===== src/rtl/img_tx_pkg.sv =====
// Shared types and constants for the image frame transmit scheduler.
package img_tx_pkg;

    typedef enum logic [3:0] {
        IDLE,
        HDR0,
        HDR0_W,
        HDR1,
        HDR1_W,
        HDR2,
        HDR2_W,
        START,
        STREAM,
        DRAIN,
        TRL,
        TRL_W,
        DONE,
        ABORT
    } state_t;

    localparam logic [7:0] SYNC0 = 8'hA5;
    localparam logic [7:0] SYNC1 = 8'h5A;

endpackage


===== src/rtl/image_tx_scheduler_issuer.sv =====
// Single-byte UART handshake: load pulse when the UART is idle, then one
// blank cycle (the UART has not yet dropped tx_empty), then wait for idle.
module uart_byte_issuer (
    input  logic clk,
    input  logic rst_n,
    input  logic send,      // controller sits in a send state
    input  logic hold,      // controller sits in the matching wait state
    input  logic tx_empty,
    output logic ld,        // one-cycle UART load strobe
    output logic ack        // byte fully handed over, advance
);

    logic blank;

    // Load only when idle; acknowledge once past the blank cycle and idle again.
    always_comb begin
        ld  = send & tx_empty;
        ack = hold & ~blank & tx_empty;
    end

    // Marks the first wait cycle after a load so a stale tx_empty is ignored.
    always_ff @(posedge clk or negedge rst_n) begin
        if (!rst_n) blank <= 1'b0;
        else        blank <= ld;
    end

endmodule


===== src/rtl/image_tx_scheduler.sv =====
// Frame controller: header, Image_Sender payload pass-through with byte
// count and checksum, then checksum trailer, all over one shared UART.
module image_tx_scheduler
    import img_tx_pkg::*;
#(
    parameter int unsigned WIDTH   = 640,
    parameter int unsigned HEIGHT  = 480,
    parameter int unsigned TIMEOUT = 1024
) (
    input  logic       clk,
    input  logic       rst_n,
    input  logic       trigger,
    input  logic       img_rdy,
    output logic       img_en,
    input  logic [7:0] img_tx_data,
    input  logic       img_ld_tx_data,
    output logic       img_tx_empty,
    output logic [7:0] tx_data,
    output logic       ld_tx_data,
    input  logic       tx_empty,
    output logic       busy,
    output logic [7:0] frame_id,
    output logic       err
);

    localparam int unsigned NBYTES = WIDTH * HEIGHT * 3;
    localparam int unsigned CW     = $clog2(NBYTES + 1);
    localparam int unsigned TW     = $clog2(TIMEOUT + 1);

    state_t          state, next_state;
    logic [CW-1:0]   count;
    logic [7:0]      checksum;
    logic [TW-1:0]   timer;
    logic            pending;
    logic            send, hold, iss_ld, iss_ack;
    logic            start_frame, strobe, gap_expired, last_byte;

    uart_byte_issuer u_issuer (
        .clk      (clk),
        .rst_n    (rst_n),
        .send     (send),
        .hold     (hold),
        .tx_empty (tx_empty),
        .ld       (iss_ld),
        .ack      (iss_ack)
    );

    // Decode of the current state and qualifying events.
    always_comb begin
        send        = state inside {HDR0, HDR1, HDR2, TRL};
        hold        = state inside {HDR0_W, HDR1_W, HDR2_W, TRL_W};
        strobe      = (state == STREAM) & img_ld_tx_data;
        start_frame = (state == IDLE) & (trigger | pending) & img_rdy;
        gap_expired = (timer == TW'(TIMEOUT - 1));
        last_byte   = (count == CW'(NBYTES - 1));
    end

    // Next-state logic.
    always_comb begin
        next_state = state;
        unique case (state)
            IDLE:    if (start_frame) next_state = HDR0;
            HDR0:    if (iss_ld)      next_state = HDR0_W;
            HDR0_W:  if (iss_ack)     next_state = HDR1;
            HDR1:    if (iss_ld)      next_state = HDR1_W;
            HDR1_W:  if (iss_ack)     next_state = HDR2;
            HDR2:    if (iss_ld)      next_state = HDR2_W;
            HDR2_W:  if (iss_ack)     next_state = START;
            START:                    next_state = STREAM;
            STREAM: begin
                if (strobe && last_byte)        next_state = DRAIN;
                else if (!strobe && gap_expired) next_state = ABORT;
            end
            DRAIN: begin
                if (tx_empty && img_rdy) next_state = TRL;
                else if (gap_expired)    next_state = ABORT;
            end
            TRL:     if (iss_ld)      next_state = TRL_W;
            TRL_W:   if (iss_ack)     next_state = DONE;
            DONE:                     next_state = IDLE;
            ABORT:                    next_state = IDLE;
            default:                  next_state = IDLE;
        endcase
    end

    // UART-side outputs: controller bytes in send states, sender bytes in STREAM.
    always_comb begin
        tx_data      = '0;
        ld_tx_data   = iss_ld;
        img_tx_empty = 1'b0;
        busy         = (state != IDLE);
        unique case (state)
            HDR0:    tx_data = SYNC0;
            HDR1:    tx_data = SYNC1;
            HDR2:    tx_data = frame_id;
            TRL:     tx_data = checksum;
            STREAM: begin
                tx_data      = img_tx_data;
                ld_tx_data   = img_ld_tx_data;
                img_tx_empty = tx_empty;
            end
            default: tx_data = '0;
        endcase
    end

    // State register.
    always_ff @(posedge clk or negedge rst_n) begin
        if (!rst_n) state <= IDLE;
        else        state <= next_state;
    end

    // Frame bookkeeping: enable, watchdog, count/checksum, pending, err, frame_id.
    always_ff @(posedge clk or negedge rst_n) begin
        if (!rst_n) begin
            img_en   <= 1'b0;
            timer    <= '0;
            count    <= '0;
            checksum <= '0;
            pending  <= 1'b0;
            err      <= 1'b0;
            frame_id <= '0;
        end else begin
            // Registered from next_state so img_en is high exactly while in STREAM.
            img_en <= (next_state == STREAM);

            if (next_state != state || strobe)         timer <= '0;
            else if (state == STREAM || state == DRAIN) timer <= timer + TW'(1);

            if (state == START) begin
                count    <= '0;
                checksum <= '0;
            end else if (strobe) begin
                count    <= count + CW'(1);
                checksum <= checksum + img_tx_data;
            end

            if (start_frame)  pending <= 1'b0;
            else if (trigger) pending <= 1'b1;

            if (start_frame)               err <= 1'b0;
            else if (next_state == ABORT)  err <= 1'b1;

            if (state == DONE) frame_id <= frame_id + 8'd1;
        end
    end

endmodule

===== config.mk =====
export PLATFORM = sky130hd
export DESIGN_NAME = image_tx_scheduler
export DESIGN_NICKNAME = d
export VERILOG_FILES = /design/src/rtl/img_tx_pkg.sv /design/src/rtl/image_tx_scheduler_issuer.sv /design/src/rtl/image_tx_scheduler.sv
export SDC_FILE = /design/constraint.sdc
export NUM_CORES = 1
export LEC_CHECK = 0
export ABC_AREA = 1
export ABC_CLOCK_PERIOD_IN_PS = 1700
export BUFFER_PORTS_ARGS = -buffer_cell sky130_fd_sc_hd__buf_2
export CAP_MARGIN = 20
export CELL_PAD_IN_SITES_DETAIL_PLACEMENT = 0
export CELL_PAD_IN_SITES_GLOBAL_PLACEMENT = 1
export CORE_ASPECT_RATIO = 1.2
export CORE_MARGIN = 5
export CORE_UTILIZATION = 40
export CTS_CLUSTER_SIZE = 25
export DETAILED_ROUTE_END_ITERATION = 8
export PLACE_DENSITY_LB_ADDON = 0.1
export SLEW_MARGIN = 20
export SYNTH_ARGS = -nofsm -noshare
export SYNTH_HDL_FRONTEND = slang
export SYNTH_SLANG_ARGS = --single-unit

===== constraint.sdc =====
create_clock -name clk -period 1.7 [get_ports clk]
set_input_delay 0.34 -clock clk [delete_from_list [all_inputs] [get_ports clk]]
set_output_delay 0.34 -clock clk [all_outputs]
set_load 0.01 [all_outputs]

## Yosys cells after proc, flatten, opt, wreduce, memory -nomap -nowiden

Cells that the tools add are included.

| cells by class | value |
|---|---|
| $add $sub $neg | 4 |
| eq/ne operators | 17 |
| muxes and demuxes | 27 |
| bitwise gates (word level) | 8 |
| reduce and logical (&&, ||, !) cells | 14 |

Operators with widths:

| kind | number |
|---|---|
| $mux W4 | 13 |
| $pmux W4 S12 | 1 |
| $mux W20 | 2 |
| $pmux W8 S5 | 1 |
| $eq A4 B4 Y1 const B | 7 |
| $mux W11 | 2 |
| $add A20 B1 Y20 const B | 1 |
| $eq A20 B20 Y1 const B | 1 |
| $eq A4 B3 Y1 const B | 4 |
| $mux W8 | 2 |
| $reduce_bool A4 Y1 | 3 |
| $add A11 B1 Y11 const B | 1 |
| $eq A11 B10 Y1 const B | 1 |
| $add A8 B1 Y8 const B | 1 |
| $add A8 B8 Y8 | 1 |
| $eq A4 B2 Y1 const B | 2 |
| $reduce_bool A2 Y1 | 4 |
| $and A1 B1 Y1 | 6 |
| $mux W1 | 6 |
| $eq A4 B1 Y1 const B | 1 |
| $logic_not A4 Y1 | 1 |
| $ne A4 B4 Y1 | 1 |
| $logic_and A1 B1 Y1 | 3 |
| $logic_or A1 B1 Y1 | 2 |
| 3 further kinds | 3 |

| storage, ports and cells | value |
|---|---|
| register bits after elaboration | 55 |
| input port bits | 14 |
| output and inout port bits | 21 |
| logic and storage cells | 79 |

## Longest topological paths before layout

Gate-level depths: netlist (run 1).

| depth | value |
|---|---|
| word-level depth | 10 |
| mapped depth | 13 |
| gate-level depth less buffers | 12 |

## Hierarchy

A second synthesis (run 1) with hierarchy kept.

| second synthesis, totals | value |
|---|---|
| cell total of the unflattened synthesis | 449 |
| area total of the unflattened synthesis | 3,392.0 um2 |

Modules (own cells, without submodules):

| module | instances | cells each | area an instance (um2) | sequential area each (um2) |
|---|---|---|---|---|
| image_tx_scheduler | 1 | 444 | 3,349.5 | 1,351.3 |
| uart_byte_issuer | 1 | 5 | 42.5 | 25.0 |

## Least setup slack after synthesis (run 1)

OpenSTA, ideal clock, no wires.

| timing path | value |
|---|---|
| path kind | input port to flip-flop |
| start point | input port img_tx_data[0] |
| end point | register checksum[6] |
| setup time | 0.126 ns |
| arrival | 1.544 ns |
| required time | 1.574 ns |
| setup slack | 0.030 ns |
| cell stages on the path | 10 |
| buffers on the path | 0 |
| cells stage by stage | ha_1 > inv_1 > fa_1 > o21ai_0 > nand2_1 > nand2_1 > a21oi_1 > xnor2_1 > nand2_1 > o21ai_0 |

| on the way | value |
|---|---|
| cells in the longest elaborated chain, start to end | 3 |

Ends and longest elaborated chain:

| element | line | RTL |
|---|---|---|
| from (decl) | image_tx_scheduler.sv:15 | `input logic [7:0] img_tx_data,` |
| $add A8 B8 Y8 | image_tx_scheduler.sv:134 | `checksum <= checksum + img_tx_data;` |
| $mux W8 | image_tx_scheduler.sv:132 | `end else if (strobe) begin` |
| $mux W8 | image_tx_scheduler.sv:129 | `if (state == START) begin` |
| to (signal assigned) | image_tx_scheduler.sv:134 |  |
| to (decl) | image_tx_scheduler.sv:32 | `logic [7:0] checksum;` |

Every way passes these cells. The select of a mux whose other input is x is not followed.
A chain may end at the register's enable or synchronous reset.

## Final worst setup path (run 1)

| timing path | value |
|---|---|
| start point | register state[0] |
| end point | output port tx_data[4] |

| on the way | value |
|---|---|
| cells in the longest elaborated chain, start to end | 2 |
| elaborated cells between the ends (all ways) | 6 |
| classes of those cells | eq/ne: 5; mux: 1 |

Ends and longest elaborated chain:

| element | line | RTL |
|---|---|---|
| from (decl) | image_tx_scheduler.sv:30 | `state_t state, next_state;` |
| from (signal assigned) | image_tx_scheduler.sv:109 | `else state <= next_state;` |
| $eq A4 B4 Y1, or another cell as far along | image_tx_scheduler.sv:92 | `unique case (state)` |
| $pmux W8 S5 (*) | image_tx_scheduler.sv:92 |  |
| to (decl) | image_tx_scheduler.sv:18 | `output logic [7:0] tx_data,` |

Every way passes the cells marked *; elsewhere a longest branch is shown, timed or not.

==> metrics.cfg, run 1 <==
[synth]
synthCells=438
muxShareOfSynthArea_pct=0.6239
syn_area_um2=3410
synth-seq-cells=55
synth-simple-area-share_pct=30.72
synth-xor-area-share_pct=5.138
syn_nets=463
yosysSeqAreaShare_pct=40.37
synth_fa_ha_area_share_pct=4.257
synth_compound_area_share_pct=10.79
ys_types=39
yosysWarnings=0
syn_area_per_cell_um2=7.784
synth_top_family_by_area=simple AND/OR/NAND/NOR gates

[finish]
final_cells=702
nets=610
postLayoutCoreUtil_pct=62.69
seqCellArea_um2=1380
drive_gt1_share_pct=48.21
multi_input_area_um2=2288
nFillCells=739
n_antenna_cell=0
area_growth_pct=55.78

[clocking]
numCtsBuffers=5
htreeDepth=2
cts-root-buf=clkbuf_8
cts.sinks=55
insertion_delay_ns=0.32
cts_tree=yes
cts_max_path_buffers=2
ctsHoldBuffers=0
cts.clk_slew.worst_paths_ns=0.11

[worst_setup_path]
r2r_setup_slack_ns=-0.26
path_class=reg -> out
r2r-end=timer[3]
cp-end-kind=output port
crit_slowest_cell=dfrtp_2
cp_top_family=buffers and inverters
path_buf_inv=4
r2r_start=state[2]
startpoint=state[0]
critical-path-max-stage-delay_ns=0.45
required_ns=1.36
crit_path_cell_trace=inv_2, nand2_2, nor2_4, buf_6, clkinvlp_4, o2111ai_2, buf_2
cp_num_cells=7
cp_max_fo=7
startpoint_type=register
cp_data_arrival_time_ns=1.72
r2r_cells=13

[grt]
grt_pass1_wl_um=16040
grt_max_degree=56
grt_usage_pct=19.22
antenna_found_initial=0
grt_pass1_vias=3356
grt_overflow_total=0

[floorplanning]
die_width_um=94.28
die_area_um2=10480
num_rows=37
core_area_um2=8472
fp.dieH_um=111.1
ioPinCount=35
start_util_pct=40.25

[pwr]
p_sw_mw=2.876
clock_power_share_pct=11.7
p_sw_share_pct=43.14
ir_drop_mv=0.6418
power_density_nw_per_um2=1255
power_frac_comb_pct=62.6
pwr-share-seq_pct=25.7
p_int_mw=3.791
leakage_nw=2.520

[sta]
hold_viol_final=5
tightestPinTransition_ns=0.3463
maxSlewHeadroom_pct=76.84
rsz0062_at_grt=yes
timing.hold.ws_ns=-0.01161
slew_violations=0
finalCriticalPeriod_ns=2.060
finClkSkew_ns=0.01283
setup_viol=42
setup_slack_ns=-0.3605
finalCritPeriodShare_pct=121.2
fmax_mhz=485.3
fin_setup_tns_ns=-7.477

[route]
first_pass_iters=4
drtAntennaViolNets=0
num_vias=3457
wl_um=10210
drc=0
wl_per_cell_um=14.54
via_per_inst=4.925
drt_iter0_markers=146

[place]
io_buffers=34
gp_congestion=0.8787
dp_cells=662
dp_hpwl_um=6843

[outcome]
status=complete, but fails checks
violations=negative hold slack, negative setup slack

[hold_path]
holdCritPathClass=in -> async

[flow_run]
cap_violations=0

[power by group through the flow]
stage / clock (mW) / combinational [mW] / sequential, mW
final: 0.781 / 4.18 / 1.71
after CTS: 0.806 / 3.35 / 1.71
after global placement: 0 / 2.65 / 1.72
after detailed placement: 0 / 2.67 / 1.73
after floorplan: 0 / 1.55 / 1.71
after global routing: 0.858 / 4.45 / 1.74
[worst register-to-register path, stage by stage, from the launching register on]
cell and delay, ns:
dfrtp_2 0.45, buf_6 0.13, nor2_4 0.14, buf_6 0.12, nand3_4 0.07, buf_12 0.15, nor2_4 0.09, nand2_2 0.08
nand3_2 0.08, nand2_2 0.06, nand2_2 0.07, nand3_4 0.11, buf_12 0.17, nor3_2 0.16
[registers in the layout (all words and copies together) (netlist names)]
register and flops:
count 20, timer 11, checksum 8, frame_id 8, state 4, err 1, img_en 1, pending 1
u_issuer.blank 1
[cells by family after synthesis]
kind of cell / Yosys count
xor+xnor: 20
buf+inv: 67
compound gates: 61
simple gates: 222
fa+ha+maj: 11
mux: 2
flops: 55
[area by class of cell]
type | count | share of cell area [%]
repair buffers | 146 | 21.98
multi-input cells | 317 | 43.09
inverters | 60 | 4.547
clock inverters | 1 | 0.09423
clock buffers | 6 | 1.555
flip-flops and latches | 55 | 25.98
well taps | 117 | 2.756
[cells in the final DEF (no fill, tap or decap), types with 5 or more instances in the layout]
master / instances
buf_4: 86
nand2_1: 69
dfrtp_1: 52
inv_1: 46
nor2_1: 40
buf_2: 32
buf_6: 23
nand2_2: 16
nor2_4: 15
nor3_1: 15
nand3_1: 13
xor2_1: 13
a21oi_2: 12
nor3_2: 10
nand2_4: 9
nand3_2: 9
a21oi_1: 9
o21ai_0: 9
inv_2: 8
nor2_2: 7
xnor2_1: 7
ha_1: 6
clkbuf_8: 6
inv_4: 5
nand3_4: 5
nand4_1: 5
o21ai_2: 5
[synth_stat cells]
cell type | number | area [um^2]
a21oi_1 | 21 | 105.1
a221o_1 | 1 | 10.01
a221oi_1 | 1 | 8.760
a22o_1 | 1 | 8.760
buf_2 | 2 | 10.01
buf_4 | 2 | 15.01
buf_6 | 2 | 22.52
clkbuf_1 | 1 | 3.750
clkinv_1 | 2 | 7.510
dfrtp_1 | 55 | 1376
fa_1 | 1 | 20.02
ha_1 | 10 | 125.1
inv_1 | 52 | 195.2
inv_2 | 6 | 22.52
mux2_2 | 1 | 11.26
mux2i_1 | 1 | 10.01
nand2_1 | 91 | 341.6
nand2_2 | 5 | 31.28
nand2_4 | 1 | 11.26
nand3_1 | 24 | 120.1
nand3_2 | 2 | 20.02
nand3_4 | 1 | 17.52
nand3b_1 | 1 | 7.510
nand4_1 | 5 | 31.28
nor2_1 | 57 | 214.0
nor2_2 | 2 | 12.51
nor2_4 | 3 | 33.78
nor3_1 | 18 | 90.09
nor3_2 | 11 | 110.1
o2111ai_1 | 4 | 35.03
o211ai_1 | 2 | 15.01
o21a_1 | 2 | 15.01
o21ai_0 | 17 | 85.08
o21ai_1 | 2 | 10.01
o221ai_1 | 5 | 43.79
o22ai_1 | 5 | 31.28
or2_2 | 1 | 6.260
xnor2_1 | 7 | 61.31
xor2_1 | 13 | 113.9
[worst max-delay path by stage]
| stage | to | slack [ns] |
|---|---|---|
| after detailed placement | timer[5] | -0.17 |
| final | tx_data[4] | -0.36 |
| after floorplan | checksum[6] | 0.03 |
| after CTS | tx_data[6] | -0.33 |
| after global placement | ld_tx_data | -0.18 |
| after global routing | tx_data[4] | -0.45 |
[per-stage QoR]
stage / power, mW / cell area [um^2] / hold WS [ns] / setup WS (ns)
2_1_floorplan: 3.259 / 3410 / 0.04441 / 0.02986
3_3_place_gp: 4.370 / 4300 / 0.3698 / -0.1800
3_5_place_dp: 4.399 / 4300 / 0.3715 / -0.1739
4_1_cts: 5.864 / 4715 / 0.01653 / -0.3293
5_1_grt: 7.046 / 5311 / 0.02856 / -0.4467
6_report: 6.668 / 5311 / -0.01161 / -0.3605
[routing by layer]
layer / part of all wire [%] / GRT usage [%]
met2: 53 / 32.72
met4: 1.3 / 6.358
met1: 43 / 24.17
met5: 0 / 0
met3: 3.1 / 3.598
[repair_timing]
action                                  in CTS  in global routing
gates resized for setup                     59                113
hold endpoints to repair                     0                  0
endpoints found under the setup margin      27                 44
gates cloned                                 2                  0
buffers inserted                             9                 23
pin swaps                                   19                 36
Power figures use the tool's default switching activity.
==> inputs of run 2 (changes only) <==
- PLACE_DENSITY: unset -> 0.77
- PLACE_DENSITY_LB_ADDON: 0.1 -> unset
==> metrics.cfg, run 2 (synthesis results as in run 1) <==
[route]
drc=0  ; unchanged
route.met3.wl_um=259  ; was 314 um
first_pass_iters=4  ; unchanged
wl_um=9856  ; was 10210 um
met1_length_um=4244  ; was 4394 um
wl_met2_um=5071  ; was 5369 um
num_vias=3435  ; was 3457
top_layer_used=met4  ; unchanged
drt_iter0_markers=81  ; was 146
via_per_inst=4.964  ; was 4.925
wl_per_cell_um=14.24  ; was 14.54 um
drtAntennaViolNets=0  ; unchanged

[pwr]
p_int_mw=3.603  ; was 3.791 mW
power_frac_comb_pct=60.2  ; was 62.6%
clock_power_share_pct=11.7  ; about the same
total_power_mw=6.223  ; was 6.668 mW
ir_drop_mv=0.5589  ; was 0.6418 mV
pwr-share-seq_pct=28.1  ; was 25.7%
power_density_nw_per_um2=1220  ; was 1255 nW/um^2
p_sw_share_pct=42.10  ; was 43.14%
p_sw_mw=2.620  ; was 2.876 mW
leakage_nw=2.419  ; was 2.520 nW

[sta]
hold_viol_final=0  ; was 5
finClkSkew_ns=0.008089  ; was 0.01283 ns
finalCriticalPeriod_ns=1.950  ; was 2.060 ns
rsz0062_at_grt=yes  ; unchanged
fmax_mhz=512.9  ; was 485.3 MHz
timing.hold.ws_ns=0.004029  ; was -0.01161 ns
finalCritPeriodShare_pct=114.7  ; was 121.2%
tightestPinTransition_ns=0.3288  ; was 0.3463 ns
setup_viol=31  ; was 42
fin_setup_tns_ns=-4.086  ; was -7.477 ns
slew_violations=0  ; unchanged
setup_slack_ns=-0.2497  ; was -0.3605 ns
maxSlewHeadroom_pct=77.91  ; was 76.84%

[outcome]
status=complete, but fails checks  ; unchanged
violations=negative setup slack  ; was negative hold slack, negative setup slack

[floorplanning]
fp.dieH_um=111.1  ; unchanged
die_area_um2=10480  ; unchanged
core_area_um2=8472  ; unchanged
num_rows=37  ; unchanged
die_width_um=94.28  ; unchanged
ioPinCount=35  ; unchanged
start_util_pct=40.25  ; unchanged

[clocking]
cts_tree=yes  ; unchanged
cts.sinks=55  ; unchanged
numCtsBuffers=5  ; unchanged
cts_max_path_buffers=2  ; unchanged
htreeDepth=2  ; unchanged
cts.clk_slew.worst_paths_ns=0.10  ; was 0.11 ns
ctsHoldBuffers=0  ; unchanged
cts-root-buf=clkbuf_8  ; unchanged
insertion_delay_ns=0.31  ; was 0.32 ns

[finish]
final_cells=692  ; was 702
design_area_um2=5100  ; was 5311 um^2
area_growth_pct=49.58  ; was 55.78%
final_cell_mix=buf_4, nand2_1, dfrtp_1  ; unchanged
regMostFlops=count  ; unchanged
drive_gt1_share_pct=45.57  ; was 48.21%
largest_reg_flops=20  ; unchanged
postLayoutCoreUtil_pct=60.20  ; was 62.69%
nets=599  ; was 610
final_common_cell=buf_4  ; unchanged
n_antenna_cell=0  ; unchanged
top_regs=count: 20 flops, timer: 11 flops  ; unchanged

[worst_setup_path]
crit_slowest_cell=dfrtp_2  ; unchanged
cp-end-kind=output port  ; unchanged
required_ns=1.36  ; about the same
cp_top_family=buffers and inverters  ; unchanged
path_buf_inv=4  ; unchanged
r2r_start=state[0]  ; was state[2]
startpoint=state[2]  ; was state[0]
cp_max_fo=5  ; was 7
startpoint_type=register  ; unchanged
path_class=reg -> out  ; unchanged
cp_data_arrival_time_ns=1.61  ; was 1.72 ns
crit_path_cell_trace=nor2_4, buf_6, nand2_4, inv_4, buf_12, nand2_2, o221ai_4, buf_2  ; was inv_2, nand2_2, nor2_4, buf_6, clkinvlp_4, o2111ai_2, buf_2
critical-path-max-stage-delay_ns=0.47  ; was 0.45 ns

[hold_path]
holdCritPathClass=in -> async  ; unchanged

[place]
placedInstanceArea_um2=4253  ; was 4300 um^2
io_buffers=34  ; unchanged
dp_cells=654  ; was 662
gp_congestion=0.8771  ; was 0.8787
place_ws_ns=-0.2165  ; was -0.1739 ns
dp_hpwl_um=6735  ; was 6843 um

[flow_run]
cap_violations=0  ; unchanged

[grt]
grt_usage_pct=18.99  ; was 19.22%
grt_pass1_vias=3458  ; was 3356
grt_pass1_wl_um=16160  ; was 16040 um
grt_max_degree=56  ; unchanged
antenna_found_initial=0  ; unchanged
grt_overflow_total=0  ; unchanged

## run 2: power by group through the flow
stage	Clock [mW]	Combinational (mW)	Sequential (mW)
after floorplan	0	1.55	1.71
after global placement	0	2.61	1.74
after detailed placement	0	2.64	1.75
after CTS	0.759	3.35	1.74
after global routing	0.811	4.04	1.77
final	0.730	3.75	1.75
## run 2: worst reg2reg max path, stage by stage (launching register included)
cell	delay, ns
dfrtp_2	0.48
buf_6	0.14
nand2_1	0.09
inv_1	0.07
nand3_2	0.10
buf_4	0.23
inv_1	0.08
nor2_1	0.17
nand3_4	0.15
buf_12	0.17
nor3_2	0.10
## run 2: cell type report
| type | instances | area, um^2 |
|---|---|---|
| fillers | 752 | 3372 |
| multi-input cells | 316 | 2180 |
| flip-flops and latches | 55 | 1380 |
| repair buffers | 136 | 1067 |
| inverters | 60 | 242.7 |
| well taps | 117 | 146.4 |
| clock buffers | 5 | 68.82 |
| clock inverters | 3 | 15.01 |
## run 2: final timing paths
path,endpoint,slack [ns],depth (start not counted)
max in group asynchronous,state[1],1.42,2
worst min-delay path,frame_id[1],0.004,2
min in group clk,pending,0.26,3
worst max-delay path,tx_data[7],-0.25,8
worst max register to register,timer[8],-0.15,10
worst min register to register,count[18],0.51,1
## run 2: what timing repair did
action / in CTS / in global routing
setup buffers: 16 / 14
endpoints found under the setup margin: 32 / 49
pin swaps: 10 / 26
resized for setup: 54 / 95
gates cloned: 1 / 0
## run 2: metal layers
layer	up-vias	track usage (%)
met5	-	0
met4	0	6.455
met3	23	3.259
met2	48	32.24
met1	1643	24.04
li1	1721	-
==> inputs of run 3 (changes only) <==
- ABC_AREA: 1 -> 0
- CORE_UTILIZATION: 40 -> 42
==> metrics.cfg, run 3 <==
[route]
drt_iter0_markers=149  ; was 81
wl_per_cell_um=16.72  ; was 14.24 um
drc=0  ; unchanged
drtAntennaViolNets=0  ; unchanged
via_per_inst=5.450  ; was 4.964
num_vias=3341  ; was 3435
wl_um=10250  ; was 9856 um
first_pass_iters=4  ; unchanged

[floorplanning]
die_width_um=93.36  ; was 94.28 um
die_area_um2=10270  ; was 10480 um^2
core_area_um2=8153  ; was 8472 um^2
num_rows=36  ; was 37
ioPinCount=35  ; unchanged
start_util_pct=42.96  ; was 40.25%
fp.dieH_um=110.0  ; was 111.1 um

[sta]
rsz0062_at_grt=yes  ; unchanged
slew_violations=0  ; unchanged
setup_slack_ns=-0.3516  ; was -0.2497 ns
maxSlewHeadroom_pct=66.20  ; was 77.91%
fmax_mhz=487.4  ; was 512.9 MHz
tightestPinTransition_ns=0.5070  ; was 0.3288 ns
finalCriticalPeriod_ns=2.052  ; was 1.950 ns
hold_viol_final=0  ; unchanged
fin_setup_tns_ns=-7.994  ; was -4.086 ns
finClkSkew_ns=0.005639  ; was 0.008089 ns
setup_viol=39  ; was 31
finalCritPeriodShare_pct=120.7  ; was 114.7%
timing.hold.ws_ns=0.2510  ; was 0.004029 ns

[clocking]
cts-root-buf=clkbuf_8  ; unchanged
cts_tree=yes  ; unchanged
numCtsBuffers=5  ; unchanged
cts.clk_slew.worst_paths_ns=0.09  ; was 0.10 ns
insertion_delay_ns=0.31  ; about the same
cts.sinks=55  ; unchanged
cts_max_path_buffers=2  ; unchanged
htreeDepth=2  ; unchanged

[finish]
drive_gt1_share_pct=49.70  ; was 45.57%
largest_reg_flops=20  ; unchanged
nets=525  ; was 599
regMostFlops=count  ; unchanged
final_common_cell=buf_4  ; unchanged
final_cell_mix=buf_4, dfrtp_1, buf_2  ; was buf_4, nand2_1, dfrtp_1
n_antenna_cell=0  ; unchanged
postLayoutCoreUtil_pct=65.15  ; was 60.20%
top_regs=count: 20 flops, timer: 11 flops  ; unchanged
area_growth_pct=51.66  ; was 49.58%

[hold_path]
holdCritPathClass=in -> reg  ; was in -> async
hold_start=img_rdy

[place]
dp_hpwl_um=6732  ; was 6735 um
gp_congestion=0.8990  ; was 0.8771
io_buffers=34  ; unchanged
place_ws_ns=-0.3932  ; was -0.2165 ns

[synth]
synthTopCellsByCount=dfrtp_1, nand2_1, nor2_1, nand3_1, xnor2_1  ; was nand2_1, nor2_1, dfrtp_1, inv_1, nand3_1
syn_area_per_cell_um2=9.543  ; was 7.784 um^2
synthCells=367  ; was 438
ys_types=64  ; was 39
synthDominantCellAreaShare_pct=39.30  ; was 40.37%
synthTopCellsByArea=dfrtp_1, xnor2_1, nor4_2  ; was dfrtp_1, nand2_1, nor2_1
syn_nets=392  ; was 463
synthArstFlopShare_pct=100.0  ; unchanged
syn_area_um2=3502  ; was 3410 um^2
yosysWarnings=0  ; unchanged
synth_edf_count=0  ; unchanged
synth_top_cell_by_area=dfrtp_1  ; unchanged
synth_most_common_cell=dfrtp_1  ; was nand2_1
synth_ff_type=dfrtp_1  ; unchanged
yosysSeqAreaShare_pct=39.30  ; was 40.37%
synth-seq-cells=55  ; unchanged

[pwr]
leakage_nw=2.520  ; was 2.419 nW
p_sw_mw=2.741  ; was 2.620 mW
ir_drop_mv=0.8805  ; was 0.5589 mV
p_int_mw=3.789  ; was 3.603 mW
power_density_nw_per_um2=1229  ; was 1220 nW/um^2
pwr-share-seq_pct=27.8  ; was 28.1%
power_frac_comb_pct=61.4  ; was 60.2%
total_power_mw=6.530  ; was 6.223 mW
clock_power_share_pct=10.8  ; was 11.7%
p_sw_share_pct=41.98  ; was 42.10%

[grt]
grt_usage_pct=20.33  ; was 18.99%
grt_pass1_wl_um=16610  ; was 16160 um
antenna_found_initial=0  ; unchanged
grt_pass1_vias=3475  ; was 3458
grt_overflow_total=0  ; unchanged
grt_max_degree=21  ; was 56

[worst_setup_path]
cp_max_fo=4  ; was 5
startpoint=state[2]  ; unchanged
cp_data_arrival_time_ns=1.71  ; was 1.61 ns
startpoint_type=register  ; unchanged
cp-end-kind=output port  ; unchanged
required_ns=1.36  ; about the same
r2r_start=state[1]  ; was state[0]
path_class=reg -> out  ; unchanged

[outcome]
status=complete, but fails checks  ; unchanged
violations=negative setup slack  ; unchanged

[flow_run]
cap_violations=0  ; unchanged

==> run 3: changes by cell type after synthesis, sizes merged, moves of 15 or more <==
cell	delta
xnor2	+15
nor4	+22
nor3	-22
nor2	-34
inv	-46
nand2	-61
==> run 3: logic make-up after synthesis <==
kind of cell	Yosys count	synth area share, %
simple gates	175	31.19
buf+inv	29	3.966
mux	6	1.786
flops	55	39.30
xor+xnor	36	9.003
compound gates	55	10.61
fa+ha+maj	11	4.144
==> run 3: critical path: stages (launching register included) <==
cell and delay, ns:
dfrtp_2 0.47, buf_6 0.14, nand2b_4 0.15, or2_2 0.32
o22ai_1 0.17, buf_2 0.16
==> run 3: layout make-up <==
class	count	area, um^2
Timing Repair Buffer	142	1140
Tap cell	114	142.6
Sequential cell	55	1381
Fill cell	655	2841
Inverter	12	45.04
Clock buffer	6	72.57
Multi-Input combinational cell	284	2530
==> run 3: what timing repair did <==
item,CTS,global route
gates resized for setup,72,57
setup buffers,21,12
endpoints found under the hold margin,3,0
endpoints found under the setup margin,51,50
pin swaps,35,39
cloned,2,0
hold buffers,1,0
==> run 3: per-layer routing <==
layer  track usage [%]  wire [um]  part of all wire (%)  vias to the layer above
met5                 0          0                     0                        -
met4             6.806        191                   1.9                        0
met3             3.055        276                   2.7                       12
met2             37.51       5516                    54                       56
met1             24.05       4262                    42                     1681
li1                  -          -                     -                     1592
==> run 3: worst paths after layout <==
path / to / slack, ns / depth (start not counted)
max in group asynchronous: state[1] / 0.67 / 3
min reg2reg: frame_id[7] / 0.51 / 1
min in group asynchronous: count[7] / 0.53 / 2
min: pending / 0.25 / 2
max: tx_data[4] / -0.35 / 5
max reg2reg: timer[7] / -0.30 / 7
==> run 3: power groups by stage <==
stage               registers (mW)  logic (mW)  clock network, mW
floorplan                     1.77        1.83                  0
global placement              1.82        2.92                  0
detailed placement            1.83        2.96                  0
CTS                           1.79        3.71              0.721
global route                  1.85        4.31              0.786
finish                        1.82        4.01              0.707
==> run 3: metrics by stage <==
stage / instance area [um^2] / std cells
6_report: 5311 / 613
5_1_grt: 5311 / 613
4_1_cts: 5037 / 608
3_5_place_dp: 4449 / 580
3_3_place_gp: 4449 / 580
2_1_floorplan: 3577 / 367
